[src/rtl/icm_lookup_rr_arbiter_if.sv]
// Lookup request/response handshake bundle shared by the channels and the engine.
// A master issues lookups and accepts responses; a slave serves them.
`ifndef ICM_SPACE_ADDR_WIDTH
`define ICM_SPACE_ADDR_WIDTH 64
`endif
`ifndef PHY_SPACE_ADDR_WIDTH
`define PHY_SPACE_ADDR_WIDTH 64
`endif

interface icm_lookup_rr_arbiter_if #(
  parameter int HEAD_WIDTH     = 14,
  parameter int ICM_ADDR_WIDTH = `ICM_SPACE_ADDR_WIDTH,
  parameter int PHY_ADDR_WIDTH = `PHY_SPACE_ADDR_WIDTH
);
  logic                      lookup_valid;
  logic [HEAD_WIDTH-1:0]     lookup_head;
  logic                      lookup_ready;
  logic                      rsp_valid;
  logic [ICM_ADDR_WIDTH-1:0] rsp_icm_addr;
  logic [PHY_ADDR_WIDTH-1:0] rsp_phy_addr;
  logic                      rsp_ready;

  modport master (
    output lookup_valid,
    output lookup_head,
    output rsp_ready,
    input  lookup_ready,
    input  rsp_valid,
    input  rsp_icm_addr,
    input  rsp_phy_addr
  );

  modport slave (
    input  lookup_valid,
    input  lookup_head,
    input  rsp_ready,
    output lookup_ready,
    output rsp_valid,
    output rsp_icm_addr,
    output rsp_phy_addr
  );
endinterface

[src/rtl/icm_lookup_rr_arbiter.sv]
// Two-channel round-robin arbiter in front of an in-order ICM lookup engine.
// A tag FIFO of channel ids routes each engine response back to its requester.
`ifndef ICM_SPACE_ADDR_WIDTH
`define ICM_SPACE_ADDR_WIDTH 64
`endif
`ifndef PHY_SPACE_ADDR_WIDTH
`define PHY_SPACE_ADDR_WIDTH 64
`endif

module icm_lookup_rr_arbiter #(
  parameter int HEAD_WIDTH     = 14,
  parameter int ICM_ADDR_WIDTH = `ICM_SPACE_ADDR_WIDTH,
  parameter int PHY_ADDR_WIDTH = `PHY_SPACE_ADDR_WIDTH,
  parameter int TAG_DEPTH      = 8,
  parameter int TAG_DEPTH_LOG  = 3
) (
  input  logic                     clk,
  input  logic                     rst,
  icm_lookup_rr_arbiter_if.slave   chnl_0,
  icm_lookup_rr_arbiter_if.slave   chnl_1,
  icm_lookup_rr_arbiter_if.master  eng,
  output logic [TAG_DEPTH_LOG:0]   outstanding_cnt,
  output logic                     err_orphan_rsp
);

  localparam logic [TAG_DEPTH_LOG:0] FULL_CNT =
    (TAG_DEPTH_LOG+1)'(TAG_DEPTH);

  logic [TAG_DEPTH-1:0]     tags;
  logic [TAG_DEPTH_LOG-1:0] wr_ptr;
  logic [TAG_DEPTH_LOG-1:0] rd_ptr;
  logic [TAG_DEPTH_LOG:0]   cnt;

  logic last_grant;
  logic locked;
  logic lock_ch;
  logic lock_hit;
  logic gnt;
  logic lv;
  logic full;
  logic empty;
  logic issue;
  logic head_ch;
  logic rr;
  logic pop;

  assign full  = (cnt == FULL_CNT);
  assign empty = (cnt == '0);

  // A stalled request keeps its channel until the engine takes it
  assign lock_hit = locked &&
    (lock_ch ? chnl_1.lookup_valid : chnl_0.lookup_valid);

  always_comb begin
    gnt = 1'b0;
    if (lock_hit)
      gnt = lock_ch;
    else if (chnl_0.lookup_valid && chnl_1.lookup_valid)
      gnt = ~last_grant;
    else if (chnl_1.lookup_valid)
      gnt = 1'b1;
  end

  assign lv = rst && !full &&
    (chnl_0.lookup_valid || chnl_1.lookup_valid);

  assign issue = lv && eng.lookup_ready;

  assign eng.lookup_valid = lv;
  assign eng.lookup_head  = !lv ? '0 :
    (gnt ? chnl_1.lookup_head : chnl_0.lookup_head);

  assign chnl_0.lookup_ready = lv && !gnt && eng.lookup_ready;
  assign chnl_1.lookup_ready = lv &&  gnt && eng.lookup_ready;

  assign head_ch = tags[rd_ptr];
  assign rr      = !empty &&
    (head_ch ? chnl_1.rsp_ready : chnl_0.rsp_ready);
  assign pop     = eng.rsp_valid && rr;

  assign eng.rsp_ready = rr;

  assign chnl_0.rsp_valid    = eng.rsp_valid && !empty && !head_ch;
  assign chnl_1.rsp_valid    = eng.rsp_valid && !empty &&  head_ch;
  assign chnl_0.rsp_icm_addr = eng.rsp_icm_addr;
  assign chnl_1.rsp_icm_addr = eng.rsp_icm_addr;
  assign chnl_0.rsp_phy_addr = eng.rsp_phy_addr;
  assign chnl_1.rsp_phy_addr = eng.rsp_phy_addr;

  assign outstanding_cnt = cnt;

  always_ff @(posedge clk or negedge rst) begin
    if (!rst) begin
      tags   <= '0;
      wr_ptr <= '0;
      rd_ptr <= '0;
      cnt    <= '0;
    end else begin
      if (issue) begin
        tags[wr_ptr] <= gnt;
        wr_ptr       <= wr_ptr + 1'b1;
      end
      if (pop)
        rd_ptr <= rd_ptr + 1'b1;
      if (issue && !pop)
        cnt <= cnt + 1'b1;
      else if (!issue && pop)
        cnt <= cnt - 1'b1;
    end
  end

  // last_grant resets to 1 so channel 0 wins the first tie
  always_ff @(posedge clk or negedge rst) begin
    if (!rst) begin
      last_grant     <= 1'b1;
      locked         <= 1'b0;
      lock_ch        <= 1'b0;
      err_orphan_rsp <= 1'b0;
    end else begin
      if (issue) begin
        last_grant <= gnt;
        locked     <= 1'b0;
      end else if (lv) begin
        locked  <= 1'b1;
        lock_ch <= gnt;
      end
      if (eng.rsp_valid && empty)
        err_orphan_rsp <= 1'b1;
    end
  end

endmodule

[src/flat_wrapper.sv]
// flat-port wrapper written by rule: the top's interface ports become plain ports
module icm_lookup_rr_arbiter_flat 
#(
  parameter int HEAD_WIDTH     = 14,
  parameter int ICM_ADDR_WIDTH = `ICM_SPACE_ADDR_WIDTH,
  parameter int PHY_ADDR_WIDTH = `PHY_SPACE_ADDR_WIDTH,
  parameter int TAG_DEPTH      = 8,
  parameter int TAG_DEPTH_LOG  = 3
)
  (clk, rst, outstanding_cnt, err_orphan_rsp, chnl_0_lookup_valid, chnl_0_lookup_head, chnl_0_rsp_ready, chnl_0_lookup_ready, chnl_0_rsp_valid, chnl_0_rsp_icm_addr, chnl_0_rsp_phy_addr, chnl_1_lookup_valid, chnl_1_lookup_head, chnl_1_rsp_ready, chnl_1_lookup_ready, chnl_1_rsp_valid, chnl_1_rsp_icm_addr, chnl_1_rsp_phy_addr, eng_lookup_valid, eng_lookup_head, eng_rsp_ready, eng_lookup_ready, eng_rsp_valid, eng_rsp_icm_addr, eng_rsp_phy_addr);
  icm_lookup_rr_arbiter_if #(.HEAD_WIDTH(HEAD_WIDTH), .ICM_ADDR_WIDTH(ICM_ADDR_WIDTH), .PHY_ADDR_WIDTH(PHY_ADDR_WIDTH)) chnl_0_i ();
  icm_lookup_rr_arbiter_if #(.HEAD_WIDTH(HEAD_WIDTH), .ICM_ADDR_WIDTH(ICM_ADDR_WIDTH), .PHY_ADDR_WIDTH(PHY_ADDR_WIDTH)) chnl_1_i ();
  icm_lookup_rr_arbiter_if #(.HEAD_WIDTH(HEAD_WIDTH), .ICM_ADDR_WIDTH(ICM_ADDR_WIDTH), .PHY_ADDR_WIDTH(PHY_ADDR_WIDTH)) eng_i ();
  input  logic clk;
  input  logic rst;
  output logic [TAG_DEPTH_LOG:0] outstanding_cnt;
  output logic err_orphan_rsp;
  input wire logic [$bits(chnl_0_i.lookup_valid)-1:0] chnl_0_lookup_valid;
  input wire logic [$bits(chnl_0_i.lookup_head)-1:0] chnl_0_lookup_head;
  input wire logic [$bits(chnl_0_i.rsp_ready)-1:0] chnl_0_rsp_ready;
  output wire logic [$bits(chnl_0_i.lookup_ready)-1:0] chnl_0_lookup_ready;
  output wire logic [$bits(chnl_0_i.rsp_valid)-1:0] chnl_0_rsp_valid;
  output wire logic [$bits(chnl_0_i.rsp_icm_addr)-1:0] chnl_0_rsp_icm_addr;
  output wire logic [$bits(chnl_0_i.rsp_phy_addr)-1:0] chnl_0_rsp_phy_addr;
  input wire logic [$bits(chnl_1_i.lookup_valid)-1:0] chnl_1_lookup_valid;
  input wire logic [$bits(chnl_1_i.lookup_head)-1:0] chnl_1_lookup_head;
  input wire logic [$bits(chnl_1_i.rsp_ready)-1:0] chnl_1_rsp_ready;
  output wire logic [$bits(chnl_1_i.lookup_ready)-1:0] chnl_1_lookup_ready;
  output wire logic [$bits(chnl_1_i.rsp_valid)-1:0] chnl_1_rsp_valid;
  output wire logic [$bits(chnl_1_i.rsp_icm_addr)-1:0] chnl_1_rsp_icm_addr;
  output wire logic [$bits(chnl_1_i.rsp_phy_addr)-1:0] chnl_1_rsp_phy_addr;
  output wire logic [$bits(eng_i.lookup_valid)-1:0] eng_lookup_valid;
  output wire logic [$bits(eng_i.lookup_head)-1:0] eng_lookup_head;
  output wire logic [$bits(eng_i.rsp_ready)-1:0] eng_rsp_ready;
  input wire logic [$bits(eng_i.lookup_ready)-1:0] eng_lookup_ready;
  input wire logic [$bits(eng_i.rsp_valid)-1:0] eng_rsp_valid;
  input wire logic [$bits(eng_i.rsp_icm_addr)-1:0] eng_rsp_icm_addr;
  input wire logic [$bits(eng_i.rsp_phy_addr)-1:0] eng_rsp_phy_addr;
  assign chnl_0_i.lookup_valid = chnl_0_lookup_valid;
  assign chnl_0_i.lookup_head = chnl_0_lookup_head;
  assign chnl_0_i.rsp_ready = chnl_0_rsp_ready;
  assign chnl_0_lookup_ready = chnl_0_i.lookup_ready;
  assign chnl_0_rsp_valid = chnl_0_i.rsp_valid;
  assign chnl_0_rsp_icm_addr = chnl_0_i.rsp_icm_addr;
  assign chnl_0_rsp_phy_addr = chnl_0_i.rsp_phy_addr;
  assign chnl_1_i.lookup_valid = chnl_1_lookup_valid;
  assign chnl_1_i.lookup_head = chnl_1_lookup_head;
  assign chnl_1_i.rsp_ready = chnl_1_rsp_ready;
  assign chnl_1_lookup_ready = chnl_1_i.lookup_ready;
  assign chnl_1_rsp_valid = chnl_1_i.rsp_valid;
  assign chnl_1_rsp_icm_addr = chnl_1_i.rsp_icm_addr;
  assign chnl_1_rsp_phy_addr = chnl_1_i.rsp_phy_addr;
  assign eng_lookup_valid = eng_i.lookup_valid;
  assign eng_lookup_head = eng_i.lookup_head;
  assign eng_rsp_ready = eng_i.rsp_ready;
  assign eng_i.lookup_ready = eng_lookup_ready;
  assign eng_i.rsp_valid = eng_rsp_valid;
  assign eng_i.rsp_icm_addr = eng_rsp_icm_addr;
  assign eng_i.rsp_phy_addr = eng_rsp_phy_addr;
  icm_lookup_rr_arbiter #(.HEAD_WIDTH(HEAD_WIDTH), .ICM_ADDR_WIDTH(ICM_ADDR_WIDTH), .PHY_ADDR_WIDTH(PHY_ADDR_WIDTH), .TAG_DEPTH(TAG_DEPTH), .TAG_DEPTH_LOG(TAG_DEPTH_LOG)) u_core (.clk(clk), .rst(rst), .chnl_0(chnl_0_i), .chnl_1(chnl_1_i), .eng(eng_i), .outstanding_cnt(outstanding_cnt), .err_orphan_rsp(err_orphan_rsp));
endmodule
[config.mk]
export PLATFORM = sky130hd
export DESIGN_NAME = icm_lookup_rr_arbiter_flat
export DESIGN_NICKNAME = d
export VERILOG_FILES = /design/src/rtl/icm_lookup_rr_arbiter_if.sv /design/src/rtl/icm_lookup_rr_arbiter.sv /design/src/flat_wrapper.sv
export SDC_FILE = /design/constraint.sdc
export NUM_CORES = 1
export LEC_CHECK = 0
export CORE_AREA = 2 2 173 175
export CTS_CLUSTER_DIAMETER = 200
export DETAILED_ROUTE_END_ITERATION = 12
export DIE_AREA = 0 0 175 177
export PLACE_DENSITY = 0.54
export SETUP_SLACK_MARGIN = 0.15
export SKIP_CTS_REPAIR_TIMING = 1
export SLEW_MARGIN = 25
export SYNTH_ARGS = -nofsm -noshare
export SYNTH_HDL_FRONTEND = slang
export SYNTH_SLANG_ARGS = --single-unit
[constraint.sdc]
create_clock -name clk -period 2.85 [get_ports clk]
set_clock_uncertainty 0.2 [all_clocks]
set_input_delay 0.285 -clock clk [delete_from_list [all_inputs] [get_ports clk]]
set_output_delay 0.285 -clock clk [all_outputs]
set_load 0.005 [all_outputs]
==> flow_summary.toml <==
[outcome]
status = "finished with violations"
violations = "setup timing"

[job]
cap_violations = 0

[critical_path]
reg2reg_depth = 12
crit_type = "reg2reg"
required_ns = 2.78
critPathLaunchType = "flop"
critPathCaptureType = "flop"
cp_max_fo = 3
cp.arrival_ns = 2.85

[logic_synthesis]
synthSimpleGateAreaFrac = 0.0567
ys_warn_count = 0
netlist_top_cells_count = "buf_4 (256), dfrtp_1 (21), a22o_1 (15)"
synthCells = 380
mappedNetlistNets = 550
synth_top_family_by_area = "buffers and inverters"
seq_area_frac_synth = 0.169
synth_top_area_frac = 0.588
synth.distinct_cells = 32
synth_area_leaders = "buf_4 (59%), dfrtp_1 (16%), a22o_1 (4.0%)"
avgSynthCellArea_sq_um = 8.60
synth_ff_type = "dfrtp_1"
yosys.area_share.xor_xnor = 0.0214
synth.ff_latch_count = 22
synth-compound-area-share = 0.0544
synth_mux_area_frac = 0.0704
synth_adder_area_share = 0.0253
synth_largest_area_cell = "buf_4"
synthMostInstantiatedCell = "buf_4"
synth_area_sq_um = 3270
async_flop_share = 1.00
synth_edf_count = 0

[layout]
num-nets-final = 369
stdcell_area_sq_um = 2650
fin_cells = 588
area_growth_pct = -18.8
num_antenna_cells = 0
fin_util = 0.0907
drive_above_1_share = 0.217

[route]
wl_per_cell_um = 18.1
postRouteAntennaNets = 0
routed_wl_um = 10600
vias = 1557
drt_pass1_iterations = 4
drcViolationCount = 0
viasPerCell = 2.65
drt_iter0_drc = 13

[timing]
period_needed_ns = 2.91
setup_tns_ns = -0.476
finalSetupViolations = 15
finalHoldViolCount = 0
worst_slew_pin_slew_ns = 0.702
rsz0062_at_grt = "true"
layout_setup_ws_ns = -0.0630
max_freq_mhz = 343
slew_viol_final = 0
slew_headroom = 0.528
finalCritPeriodShare = 1.02

[clock_network]
htree_levels = 1
worstSkewPairLatency_ns = 0.25
cts_buffer_depth = 2
clkTransAtPathRegs_ns = 0.06
cts_tree = "done"
cts_root_buffer = "clkbuf_16"
cts_num_sinks = 22
cts_buffers = 3

[floorplanning]
rows = 63
start_util = 0.112
die_y_um = 177
dieArea_sq_um = 31000
die_width_um = 175
core_area_sq_um = 29200
ios = 445

[power_and_ir_drop]
ir_drop_mv = 0.459
power_leakage_nw = 0.980
p_per_area_nw_per_um2 = 734

[placed_design]
dp_cells = 584
hpwl_um = 9460
place_congestion = 0.688
numPortBuffers = 60
post_dp_cell_area_sq_um = 2560

[global_route]
grt_start_max_net_pins = 17
first_global_vias = 1749
grt_pass1_wl_um = 13800
antenna_found_initial = 0
grt_use_total = 0.0632
grt_overflow = 0

[min_path]
hold_class = "in2async"
## per-stage QoR
stage | power (mW) | hold slack (ns) | worst slack [ns]
after floorplan | 1.45 | -0.211 | -0.0673
after global placement | 1.64 | 0.256 | -0.0669
after detailed placement | 1.65 | 0.256 | -0.0912
after CTS | 1.99 | 0.179 | -0.105
after global routing | 2.11 | 0.203 | -0.215
final | 1.95 | 0.175 | -0.0630
## sequential cells by signal, summed over array words and instances, names as in the netlist
name	flops
u_core.locked	1
u_core.err_orphan_rsp	1
u_core.tags	8
u_core.wr_ptr	3
u_core.last_grant	1
u_core.outstanding_cnt	4
u_core.lock_ch	1
u_core.rd_ptr	3
## worst max-delay path: stages, from the launching register on
cell	delay, ns
dfrtp_1	0.40
mux4_2	0.53
mux2_4	0.29
mux2_4	0.32
inv_4	0.06
ha_4	0.14
inv_4	0.04
ha_4	0.19
a21o_1	0.16
a21oi_2	0.13
xnor2_1	0.13
nor2_1	0.06
xor2_1	0.14
## logic make-up (layout without fill, tap and decap cells)
| family | after synthesis | after routing |
|---|---|---|
| AO/OA/AOI/OAI | 22 | 22 |
| XOR/XNOR | 8 | 8 |
| adder cells (fa/ha/maj) | 6 | 6 |
| buffers and inverters | 269 | 87 |
| flip-flops | 22 | 22 |
| multiplexers | 17 | 17 |
| AND/OR/NAND/NOR | 36 | 36 |
## worst paths after layout
check / startpoint / to / slack [ns]
worst max-delay path: u_core.rd_ptr[0]$_DFFE_PN0P_ / u_core.outstanding_cnt[3]$_DFFE_PN0P_ / -0.06
worst min-delay path: rst / u_core.locked$_DFFE_PN0P_ / 0.17
worst max register to register: u_core.rd_ptr[0]$_DFFE_PN0P_ / u_core.outstanding_cnt[3]$_DFFE_PN0P_ / -0.06
worst min register to register: u_core.err_orphan_rsp$_DFFE_PN0P_ / u_core.err_orphan_rsp$_DFFE_PN0P_ / 0.26
max in group asynchronous: rst / u_core.tags[1]$_DFFE_PN0P_ / 2.05
min in group clk: u_core.err_orphan_rsp$_DFFE_PN0P_ / u_core.err_orphan_rsp$_DFFE_PN0P_ / 0.26
## layer usage
layer / vias up / GRT usage / part of all wire
met1: 613 / 0.0306 / 0.17
met5: - / 0.0176 / 0.0069
li1: 595 / - / -
met4: 2 / 0.0351 / 0.053
met2: 294 / 0.0945 / 0.43
met3: 53 / 0.0997 / 0.34
## power by group
| group | switching (mW) | internal (mW) |
|---|---|---|
| Sequential | 0.140 | 0.461 |
| Combinational | 0.381 | 0.641 |
| Clock | 0.110 | 0.214 |
| Total | 0.632 | 1.32 |
## cell type report
cell class | instances | area, sq um
fill | 3361 | 26600
multi-input combinational | 89 | 767
timing repair buffer | 76 | 726
sequential | 22 | 552
tap | 390 | 488
clock buffer | 4 | 88.8
inverter | 7 | 31.3
## placed cells by master (no fill, tap or decap), types with 2 or more instances in the layout
cell type,synthesis,routed
nand2_1,10,10
nor3b_1,2,2
clkbuf_16,0,3
mux2_2,10,10
inv_1,7,5
xnor2_1,6,6
nor4_1,2,2
ha_1,5,3
buf_4,256,16
inv_4,0,2
mux4_2,0,2
mux2_4,3,3
dlymetal6s2s_1,0,2
mux2i_1,2,2
dfrtp_1,21,21
xor2_1,2,2
nor2_1,12,12
nand3b_1,2,2
a21o_1,2,2
ha_4,0,2
a22o_1,15,15
clkdlybuf4s50_1,0,58
(Power assumes the default switching activity.)
==> variant 1, RTL diff (config.mk and constraints unchanged) <==
`HEAD_WIDTH` is set to 14 in 3 places; all go to 18.
--- a/src/rtl/icm_lookup_rr_arbiter_if.sv
+++ b/src/rtl/icm_lookup_rr_arbiter_if.sv
@@ -8,7 +8,7 @@
 `endif
 
 interface icm_lookup_rr_arbiter_if #(
-  parameter int HEAD_WIDTH     = 14,
+  parameter int HEAD_WIDTH     = 18,
   parameter int ICM_ADDR_WIDTH = `ICM_SPACE_ADDR_WIDTH,
   parameter int PHY_ADDR_WIDTH = `PHY_SPACE_ADDR_WIDTH
 );
--- a/src/rtl/icm_lookup_rr_arbiter.sv
+++ b/src/rtl/icm_lookup_rr_arbiter.sv
@@ -8,7 +8,7 @@
 `endif
 
 module icm_lookup_rr_arbiter #(
-  parameter int HEAD_WIDTH     = 14,
+  parameter int HEAD_WIDTH     = 18,
   parameter int ICM_ADDR_WIDTH = `ICM_SPACE_ADDR_WIDTH,
   parameter int PHY_ADDR_WIDTH = `PHY_SPACE_ADDR_WIDTH,
   parameter int TAG_DEPTH      = 8,
--- a/src/flat_wrapper.sv
+++ b/src/flat_wrapper.sv
@@ -1,7 +1,7 @@
 // flat-port wrapper written by rule: the top's interface ports become plain ports
 module icm_lookup_rr_arbiter_flat 
 #(
-  parameter int HEAD_WIDTH     = 14,
+  parameter int HEAD_WIDTH     = 18,
   parameter int ICM_ADDR_WIDTH = `ICM_SPACE_ADDR_WIDTH,
   parameter int PHY_ADDR_WIDTH = `PHY_SPACE_ADDR_WIDTH,
   parameter int TAG_DEPTH      = 8,
Interface: changed (resized chnl_0_lookup_head, chnl_1_lookup_head and eng_lookup_head); port bits go from 445 to 457. No check against the original RTL was run, so the function may have changed too.
==> variant 1 against the unedited design <==
Maximum frequency down 0.84%. Total power up 9.2%. Cell count up 3.4%. Area after synthesis up 0.57%. Design area up 9.5%. Critical path type unchanged. Die area unchanged. Clock power up 22%. Worst setup slack worse by 0.025 ns. Synthesized cell count up 1.1%. First-iteration DRC count rose to 5.0 times the old value. Critical endpoint unchanged. Routed wire length up 5.2%. Sequential cell count unchanged. Largest cell class is now buffers. The flow still finishes with violations (negative setup slack).
==> variant 1: results (changes against the unedited design) <==
total wire length=11200 um (+5.2%); top cells by count, synth=buf_4 (256), dfrtp_1 (21), a22o_1 (18), nor2_1 (12), nand2_1 (11); leakage power=1.34 nW (+37%); Crit path max-delay family=multiplexers; synth unique cells=31 (-3.1%); vias in the first global route=1786 (+2.1%); global-route wire length before repair=14700 um (+6.6%); All-Layer GR Usage=6.63% (+0.31 points); hold_ws=0.275 ns (+0.0997 ns); largest net degree at the start of global routing=23 (+6); input/output buffers=72 (+20%); CP max-delay cell=mux4_2; Post-DP Area=2730 sq um (+6.9%); sum of negative setup slack=-0.0877 ns (+0.388 ns); Tmin final=2.94 ns (+0.0247 ns); Max rail drop VDD=0.000540 V (+18%); RD Place Congestion=0.710 (+3.1%); Nets=397 (+7.6%); Worst Path Max Fanout=3 (unchanged); worst setup margin=-0.0877 ns (-0.0247 ns); status=complete, but fails checks; Mapped Nets=562 (+2.2%); Slew @ Worst Pin=0.346 ns (-0.356 ns); layout cells sized above 1=21.6% (-0.16 points); Seq/Total Area, Yosys=16.8% (-0.096 points); ranking of synthesized cells by area=buf_4 (58%), dfrtp_1 (16%), a22o_1 (4.8%), mux2_2 (3.4%), ha_1 (1.9%); Top reg by flops=u_core.tags; WHS Endpoint=u_core.err_orphan_rsp$_DFFE_PN0P_; Final setup viols=1 (-14); Hold Path Class=reg2reg; DP HPWL=9590 um (+1.3%); via count=1623 (+4.2%); NetSw=0.000681 W (+7.8%); initial drt markers=65 (+52); fmax=340 MHz (-0.84%); failing checks=negative setup slack
## variant 1: kinds of logic (layout without fill, tap and decap cells)
group,after synthesis,after routing,synth area share (%)
fa+ha+maj,6,6,2.51
simple gates,36,36,5.02
buf+inv,268,102,59.9
compound gates,27,27,6.66
xor+xnor,8,8,2.13
mux,17,17,7.00
flops,22,22,16.8
## variant 1: power by group through the flow
stage | clock (W) | sequential, W | combinational [W]
after floorplan | 0 | 0.000589 | 0.000867
after global placement | 0 | 0.000589 | 0.00113
after detailed placement | 0 | 0.000594 | 0.00113
after CTS | 0.000402 | 0.000590 | 0.00115
after global routing | 0.000414 | 0.000615 | 0.00126
final | 0.000395 | 0.000589 | 0.00114
## variant 1: cell type report
| cell class | instances | area, sq um |
|---|---|---|
| Fill cell | 3331 | 26300 |
| Multi-Input combinational cell | 94 | 807 |
| Tap cell | 390 | 488 |
| Sequential cell | 22 | 552 |
| Timing Repair Buffer | 91 | 923 |
| Clock buffer | 3 | 75.1 |
| Inverter | 7 | 28.8 |
| Clock inverter | 1 | 30.0 |
## variant 1: worst max-delay path by stage
stage	endpoint	slack (ns)	from
after floorplan	u_core.outstanding_cnt[3]$_DFFE_PN0P_	-0.07	u_core.rd_ptr[0]$_DFFE_PN0P_
after global placement	u_core.outstanding_cnt[3]$_DFFE_PN0P_	-0.05	u_core.rd_ptr[0]$_DFFE_PN0P_
after detailed placement	u_core.outstanding_cnt[3]$_DFFE_PN0P_	-0.07	u_core.rd_ptr[0]$_DFFE_PN0P_
after CTS	u_core.outstanding_cnt[3]$_DFFE_PN0P_	-0.10	u_core.rd_ptr[0]$_DFFE_PN0P_
after global routing	u_core.outstanding_cnt[3]$_DFFE_PN0P_	-0.22	u_core.rd_ptr[0]$_DFFE_PN0P_
final	u_core.outstanding_cnt[3]$_DFFE_PN0P_	-0.09	u_core.rd_ptr[0]$_DFFE_PN0P_
## variant 1: per-layer routing
layer	GRT usage (%)	up-vias	part of all wire, %
met5	0	-	0
met2	8.63	243	39
met1	5.89	678	29
met3	7.65	62	25
li1	-	640	-
met4	4.20	0	6.6
## variant 1: metrics by stage
stage	instances	util [%]	setup slack, ns
2_1_floorplan	384	-	-0.0672
3_3_place_gp	604	9.34	-0.0527
3_5_place_dp	604	9.34	-0.0710
4_1_cts	608	9.70	-0.105
5_1_grt	608	9.93	-0.222
6_report	608	9.93	-0.0877
## variant 1: worst register-to-register path, stage by stage, from the launching register on
cell	delay, ns
dfrtp_1	0.40
mux4_2	0.53
mux2_4	0.30
mux2_4	0.31
inv_2	0.07
ha_4	0.15
inv_4	0.05
ha_4	0.20
a21o_1	0.16
a21oi_2	0.12
xnor2_1	0.12
nor2_1	0.07
xor2_1	0.13
==> variant 2, RTL diff (same settings) <==
Made on the original files. Compare `cnt` against `FULL_CNT` with >= in place of ==.
--- a/src/rtl/icm_lookup_rr_arbiter.sv
+++ b/src/rtl/icm_lookup_rr_arbiter.sv
@@ -44,7 +44,7 @@
   logic rr;
   logic pop;
 
-  assign full  = (cnt == FULL_CNT);
+  assign full  = (cnt >= FULL_CNT);
   assign empty = (cnt == '0);
 
   // A stalled request keeps its channel until the engine takes it
Function: same outputs for any inputs over 4 cycles, from zero or initial values and one cycle with rst low; that may be too few to reach the edited logic, so the function may still have changed.
==> variant 2 against the unedited design <==
The flow still finishes with violations (negative setup slack). Routed wire length decreased by 13%. Synthesized cell count unchanged. Area after synthesis decreased by 0.50%. Sequential cell count unchanged. Utilization increased by 0.41 points. Worst setup slack improved by 0.011 ns. Design area increased by 4.5%. Via count increased by 1.3%. Total power increased by 8.1%.
==> variant 2: results (changes against the unedited design) <==
synthesized-area fraction occupied by adder cells=2.54% (+0.013 points); drt pass-1 iters=4 (unchanged); grt met1 use=3.22% (+0.16 points); Syn Area/Cell=8.56 sq um (-0.50%); RD Place Congestion=0.698 (+1.3%); All-Layer GR Usage=5.44% (-0.88 points); Max Root-Sink Buffers=2 (unchanged); largest net degree at the start of global routing=23 (+6); min-delay src=u_core.err_orphan_rsp$_DFFE_PN0P_; Slew @ Worst Pin=0.616 ns (-0.0866 ns); Mapped Nets=550 (unchanged); mux contribution to synthesized area=6.77% (-0.27 points); total wire length=9270 um (-13%); Final Instance Count excl. Fillers=595 (+1.2%); failing checks=negative setup slack; Hold Path Class=reg2reg; Clk. pwr=0.000395 W (+22%); comb pwr=0.00113 W (+11%); Int Power=0.00144 W (+9.5%); Post-DP Area=2540 sq um (-0.44%); hold_ws=0.254 ns (+0.0795 ns); leakage power=1.12 nW (+14%); worst setup margin=-0.0521 ns (+0.0109 ns); status=complete, but fails checks; Critical Path AT=2.84 ns (about the same); fillers=3366 (+0.15%); global-route wire length before repair=12000 um (-13%); Largest register FFs=8 (unchanged); ant diodes=0 (unchanged); complex-gate fraction of the synthesized area=5.35% (-0.088 points); Seq/Total Area, Yosys=17.0% (+0.084 points); Max rail drop VDD=0.000234 V (-49%); met3 track demand over resource=6.98% (-3.0 points); via count=1578 (+1.3%); H-tree depth=1 (unchanged); initial drt markers=32 (+19); met2 Use GR=8.23% (-1.2 points); DP HPWL=7920 um (-16%); global routing's busiest layer=met2; vias in the first global route=1693 (-3.2%); Final setup viols=2 (-13); Nets=376 (+1.9%); Placed Instances=583 (-0.17%); xor/xnor share of the synthesized area=2.15% (+0.011 points); top cells by count, synth=buf_4 (256), dfrtp_1 (21), a22o_1 (14), nor2_1 (11); Synth Flop Type=dfrtp_1; ranking of synthesized cells by area=buf_4 (59%), dfrtp_1 (16%), a22o_1 (3.8%), mux2_2 (3.5%), ha_1 (1.9%)
-- variant 2: changes by cell type in the layout (fill, tap and decap cells not counted), sizes merged, moves of 2 or more --
cell / delta
and3: +2
clkdlybuf4s50: -5
buf: +7
dlymetal6s2s: +5
nor2b: +2
-- variant 2: stage by stage --
step	setup slack, ns	setup TNS (ns)	total power (W)
after floorplan	-0.0680	-0.0680	0.00144
after global placement	-0.0422	-0.0422	0.00165
after detailed placement	-0.0695	-0.0695	0.00166
after CTS	-0.0790	-0.0790	0.00207
after global routing	-0.230	-0.445	0.00227
final	-0.0521	-0.0946	0.00211
-- variant 2: kinds of logic (layout without fill, tap and decap cells) --
| kind of cell | count (synthesis) | in the layout |
|---|---|---|
| adders and majority gates | 6 | 6 |
| AOI/OAI and AO/OA | 22 | 22 |
| DFF | 22 | 22 |
| buffers and inverters | 268 | 93 |
| muxes | 16 | 16 |
| and+or+nand+nor | 38 | 38 |
| xor gates and xnor gates | 8 | 8 |
-- variant 2: final cells by class --
| class | instances | area [sq um] | share of cell area (%) |
|---|---|---|---|
| clock buffers | 3 | 75.1 | 2.71 |
| flip-flops and latches | 22 | 552 | 19.9 |
| inverters | 6 | 30.0 | 1.08 |
| well taps | 390 | 488 | 17.6 |
| repair buffers | 83 | 811 | 29.2 |
| multi-input cells | 90 | 787 | 28.4 |
| clock inverters | 1 | 30.0 | 1.08 |
-- variant 2: layer usage --
metal	wire, um	vias to the layer above
met5	43	-
li1	-	607
met4	613	2
met2	4190	274
met1	1830	624
met3	2600	71
